==> src/rtl/byte_ram_master.sv <==
// byte_ram_master: host-side initiator for the 8x16 byte-enable RAM.
// Accepts byte/halfword reads and writes at byte granularity and returns one
// response per request. Build macro BYTE_RAM_MASTER_SPLIT_EN: when defined,
// misaligned halfwords are split into two RAM accesses (wrapping the word
// address); when undefined they are rejected with rsp_err and touch no RAM.
module byte_ram_master #(
  parameter int ADDR_W = 3
) (
  input  logic              clk,
  input  logic              rst_n,
  input  logic              req_valid,
  output logic              req_ready,
  input  logic              req_write,
  input  logic              req_size,
  input  logic [ADDR_W:0]   req_addr,
  input  logic [15:0]       req_wdata,
  output logic              rsp_valid,
  input  logic              rsp_ready,
  output logic [15:0]       rsp_data,
  output logic              rsp_err,
  output logic              mem_we,
  output logic [1:0]        mem_byte_en,
  output logic [ADDR_W-1:0] mem_addr,
  output logic [15:0]       mem_data_in,
  input  logic [15:0]       mem_data_out
);

  typedef enum logic [2:0] {IDLE, ISSUE1, ISSUE2, CAP1, CAP2, RESP} state_t;

  state_t state;
  logic   wr_q;
  logic   size_q;
  logic   lane_q;
  logic   reject;

`ifdef BYTE_RAM_MASTER_SPLIT_EN
  localparam logic [ADDR_W-1:0] WORD_ONE = {{(ADDR_W-1){1'b0}}, 1'b1};

  logic [ADDR_W-1:0] word_q;
  logic [7:0]        wdata_hi_q;
  logic [7:0]        d1_hi_q;

  assign reject = 1'b0;
`else
  assign reject = req_size && req_addr[0];
`endif

  // Lane enables for the first (or only) RAM access of a write.
  function automatic logic [1:0] first_be(input logic size, input logic lane);
    if (size && !lane) return 2'b11;
    return lane ? 2'b10 : 2'b01;
  endfunction

  // Write data for the first access; single bytes are replicated on both lanes.
  function automatic logic [15:0] first_data(input logic size, input logic lane,
                                             input logic [15:0] wdata);
    if (size && !lane) return wdata;
    return {wdata[7:0], wdata[7:0]};
  endfunction

  // Read data for a single-access read; bytes are zero-extended.
  function automatic logic [15:0] read_data(input logic size, input logic lane,
                                            input logic [15:0] d);
    if (size) return d;
    return {8'h00, lane ? d[15:8] : d[7:0]};
  endfunction

  // Request sequencer: every host and RAM output is registered on state entry.
  always_ff @(posedge clk or negedge rst_n) begin
    if (!rst_n) begin
      state       <= IDLE;
      req_ready   <= 1'b1;
      rsp_valid   <= 1'b0;
      rsp_data    <= 16'h0000;
      rsp_err     <= 1'b0;
      mem_we      <= 1'b0;
      mem_byte_en <= 2'b00;
      mem_addr    <= '0;
      mem_data_in <= 16'h0000;
      wr_q        <= 1'b0;
      size_q      <= 1'b0;
      lane_q      <= 1'b0;
`ifdef BYTE_RAM_MASTER_SPLIT_EN
      word_q      <= '0;
      wdata_hi_q  <= 8'h00;
      d1_hi_q     <= 8'h00;
`endif
    end else begin
      case (state)
        IDLE: begin
          if (req_valid) begin
            wr_q      <= req_write;
            size_q    <= req_size;
            lane_q    <= req_addr[0];
            req_ready <= 1'b0;
`ifdef BYTE_RAM_MASTER_SPLIT_EN
            word_q     <= req_addr[ADDR_W:1];
            wdata_hi_q <= req_wdata[15:8];
`endif
            if (reject) begin
              state     <= RESP;
              rsp_valid <= 1'b1;
              rsp_err   <= 1'b1;
              rsp_data  <= 16'h0000;
            end else begin
              state       <= ISSUE1;
              mem_addr    <= req_addr[ADDR_W:1];
              mem_we      <= req_write;
              mem_byte_en <= req_write ? first_be(req_size, req_addr[0]) : 2'b00;
              mem_data_in <= req_write ? first_data(req_size, req_addr[0], req_wdata)
                                       : 16'h0000;
            end
          end
        end
        ISSUE1: begin
`ifdef BYTE_RAM_MASTER_SPLIT_EN
          if (wr_q && size_q && lane_q) begin
            state       <= ISSUE2;
            mem_addr    <= word_q + WORD_ONE;
            mem_we      <= 1'b1;
            mem_byte_en <= 2'b01;
            mem_data_in <= {wdata_hi_q, wdata_hi_q};
          end else
`endif
          if (wr_q) begin
            state       <= RESP;
            rsp_valid   <= 1'b1;
            rsp_data    <= 16'h0000;
            mem_we      <= 1'b0;
            mem_byte_en <= 2'b00;
            mem_data_in <= 16'h0000;
          end else begin
            state <= CAP1;
`ifdef BYTE_RAM_MASTER_SPLIT_EN
            if (size_q && lane_q) mem_addr <= word_q + WORD_ONE;
`endif
          end
        end
`ifdef BYTE_RAM_MASTER_SPLIT_EN
        ISSUE2: begin
          state       <= RESP;
          rsp_valid   <= 1'b1;
          rsp_data    <= 16'h0000;
          mem_we      <= 1'b0;
          mem_byte_en <= 2'b00;
          mem_data_in <= 16'h0000;
        end
        CAP2: begin
          state     <= RESP;
          rsp_valid <= 1'b1;
          rsp_data  <= {mem_data_out[7:0], d1_hi_q};
        end
`endif
        CAP1: begin
`ifdef BYTE_RAM_MASTER_SPLIT_EN
          if (size_q && lane_q) begin
            d1_hi_q <= mem_data_out[15:8];
            state   <= CAP2;
          end else
`endif
          begin
            state     <= RESP;
            rsp_valid <= 1'b1;
            rsp_data  <= read_data(size_q, lane_q, mem_data_out);
          end
        end
        RESP: begin
          if (rsp_ready) begin
            state     <= IDLE;
            rsp_valid <= 1'b0;
            rsp_data  <= 16'h0000;
            rsp_err   <= 1'b0;
            req_ready <= 1'b1;
          end
        end
        default: state <= IDLE;
      endcase
    end
  end

endmodule

==> config.mk <==
export PLATFORM = sky130hd
export DESIGN_NAME = byte_ram_master
export DESIGN_NICKNAME = d
export VERILOG_FILES = /design/src/rtl/byte_ram_master.sv
export SDC_FILE = /design/constraint.sdc
export NUM_CORES = 1
export LEC_CHECK = 0
export CORE_ASPECT_RATIO = 0.9
export CORE_MARGIN = 3
export CORE_UTILIZATION = 39
export DETAILED_ROUTE_END_ITERATION = 12
export PLACE_DENSITY = 0.75
export SYNTH_ARGS = -nofsm -noshare
export SYNTH_HDL_FRONTEND = slang
export SYNTH_SLANG_ARGS = --single-unit
==> constraint.sdc <==
create_clock -name clk -period 1.6 [get_ports clk]
set_input_delay 0.16 -clock clk [delete_from_list [all_inputs] [get_ports clk]]
set_output_delay 0.16 -clock clk [all_outputs]
set_load 0.05 [all_outputs]
==> results.toml, run 1 <==
[pwr]
ir_worst_vdd_v = 0.00123
p_leak_nw = 1.56
power_per_cell_area_nw_per_um2 = 2090

[timing]
hold_viol = 0
fin_skew_ps = 9.64
rsz0062_at_grt = "no"
fmax_ghz = 0.674
worst_slew_pin_slew_ps = 558
setup_tns_ps = 0
report.final.slew_viol_count = 0
fin_crit_sh = 0.928
max_slew_margin = 0.627
setup_viol = 0
min_period_ps = 1480

[place]
hpwl_mm = 3.93
dp.cells = 343
io_buffers = 82
place_congestion = 0.750

[floorplanning]
dieArea_um2 = 6460
rows = 25
start_util = 0.408
die_w_um = 84.4
die_h_um = 76.5
pin_count = 83
core_um2 = 5290

[final_layout]
multi_input_area_um2 = 876
fin_util = 0.614
fillCellCount = 459
final_common_cell = "buf_4"
syn_to_final_growth_pct = 50.6
drive_above_1_share = 0.330
insertedDiodeCount = 0
seqCellArea_um2 = 1180
nNetsFinal = 326
instances_no_fill = 352
mostFrequentLayoutCells = "buf_4 (54), dfrtp_1 (44), clkdlybuf4s50_1 (40)"

[grt]
grt-busiest-layer = "met2"
grt_overflow = 0
grtUsageTotal = 0.168
antenna_found_initial = 0
grt.met3_usage = 0.0627
grt_pass1_wl_mm = 8.80
grt_max_degree = 48
grt_pass1_vias = 1786
use_met1 = 0.226
met2_usage = 0.262

[logic_synthesis]
synthTopCellsByArea = "dfrtp_1 (53%), mux2i_1 (7.9%), mux2_2 (7.3%), nand2_1 (5.2%), a22o_1 (3.3%)"
synth.avg_cell_area_um2 = 11.7
synth_top_area_frac = 0.534
synth_edf_count = 0
synth_flop_cell = "dfrtp_1"
synthArstFlopShare = 1.00
yosysWarnings = 0
syn_inst = 184
seq_area_frac_synth = 0.546
synthDistinctLibCells = 37
syn_area_um2 = 2160
synth_fp_nets = 226
yosys_register_bits = 47
synth_top_area_cell = "dfrtp_1"

[clock_network]
h-tree-depth = 2
numCtsBuffers = 5
cts-root-buf = "clkbuf_8"
clockBufferDepth = 2
worstSkewPairLatency_ps = 300
cts_sinks = 47
cts_tree = "done"
clk_pin_slew_ps = 90

[worst_setup_path]
path_max_fanout = 17
cp.arrival_ps = 1660
worstSetupEndpointType = "flop"
r2r-end = "mem_data_in[8]"
r2r_cells = 5
reg2reg_slack_ps = 120
criticalPathCategory = "reg2reg"
start_kind = "flop"
required_ps = 1780
timing.rr.start = "state[0]"

[status]
status = "finished, final reports clean"

[route]
wl_per_cell_um = 15.1
postRouteWirelength_mm = 5.31
drt_first_pass_iters = 4
dr.first_iter.drc_count = 48
via_count = 1738
vias_per_cell = 4.94
drc_errors = 0
ant_nets = 0

[worst_hold_path]
worst_hold_path_type = "in2async"

[job]
drv_cap = 0
-- critical path: stages, from the launching register on --
cell,delay (ps)
dfrtp_2,490
nor2b_4,130
a22oi_2,70
nor3_4,150
buf_12,180
mux2_2,340
-- metal layers --
metal	routed length (µm)	up-vias	share of wire
met1	2360	822	0.44
met3	484	4	0.091
li1	-	841	-
met4	27	0	0.0051
met5	0	-	0
met2	2440	71	0.46
-- cell usage after synthesis (all sizes together), types with 3 or more instances --
cell type	count
nand2	30
o21ai	6
nor2b	4
o2bb2ai	8
inv	12
nor3	3
mux2i	17
dfrtp	46
a21oi	9
nand2b	3
a22o	8
buf	6
mux2	15
-- sequential cells by signal, indices dropped and copies added (netlist names) --
name,count
mem_addr,3
rsp_valid,1
rsp_data,16
rsp_err,1
size_q,1
mem_byte_en,2
lane_q,1
mem_we,1
req_ready,1
mem_data_in,16
wr_q,1
state,3
-- layout make-up --
| type | instances | area share |
|---|---|---|
| sequential | 47 | 0.364 |
| timing repair buffer | 101 | 0.284 |
| multi-input combinational | 117 | 0.270 |
| tap | 67 | 0.0258 |
| clock inverter | 3 | 0.0220 |
| clock buffer | 5 | 0.0212 |
| inverter | 12 | 0.0139 |
-- how the worst max path moves through the flow --
stage                     slack [ps]      start               to
after detailed placement        -170  req_valid   mem_data_in[8]
after global placement          -150  req_valid  mem_data_in[14]
after floorplan                   -5   state[0]  mem_data_in[15]
after CTS                         40   state[2]      rsp_data[8]
final                            120   state[0]   mem_data_in[8]
after global routing              20   state[1]   mem_data_in[8]
-- logic make-up after synthesis --
group | synth area share
compound gates | 0.133
buf+inv | 0.0487
mux | 0.159
flops | 0.546
xor+xnor | 0.00406
simple gates | 0.109
-- per-stage QoR --
stage	worst slack [ps]	power, mW	hold WS [ps]	cell area [µm²]
finish	115	6.78	364	3250
floorplan	-4.97	4.46	-136	2160
global route	20.3	7.13	407	3250
global placement	-149	5.71	164	3090
CTS	43.6	6.85	374	3240
detailed placement	-171	5.78	162	3090
-- report_power, final --
part           leakage [nW]  internal [mW]  total, mW  switching [mW]
combinational         0.877           1.47       3.73            2.26
clock                0.0703          0.634       1.05           0.414
sequential            0.611           1.65       2.00           0.350
-- what timing repair did --
item / in CTS / in global routing
resized for setup: 0 / 3
endpoints found under the setup margin: 0 / 14
hold endpoints to repair: 46 / 0
hold buffers: 1 / 0
buffers inserted: 0 / 0
Power figures use the tool's default switching activity.
==> run 2: changes to the inputs <==
--- a/config.mk
+++ b/config.mk
@@ -10,6 +10,7 @@
 export CORE_UTILIZATION = 39
 export DETAILED_ROUTE_END_ITERATION = 12
 export PLACE_DENSITY = 0.75
+export SLEW_MARGIN = 15
 export SYNTH_ARGS = -nofsm -noshare
 export SYNTH_HDL_FRONTEND = slang
 export SYNTH_SLANG_ARGS = --single-unit
==> results of run 2 <==
No change in the layout: final DEF, timing and power equal those of run 1.
==> run 3: changes to the inputs <==
--- a/config.mk
+++ b/config.mk
@@ -8,7 +8,9 @@
 export CORE_ASPECT_RATIO = 0.9
 export CORE_MARGIN = 3
 export CORE_UTILIZATION = 39
+export CTS_CLUSTER_SIZE = 14
 export DETAILED_ROUTE_END_ITERATION = 12
+export GPL_ROUTABILITY_DRIVEN = 1
 export PLACE_DENSITY = 0.75
 export SLEW_MARGIN = 15
 export SYNTH_ARGS = -nofsm -noshare
==> results of run 3 <==
No change in the layout: final DEF, timing and power equal those of run 1.
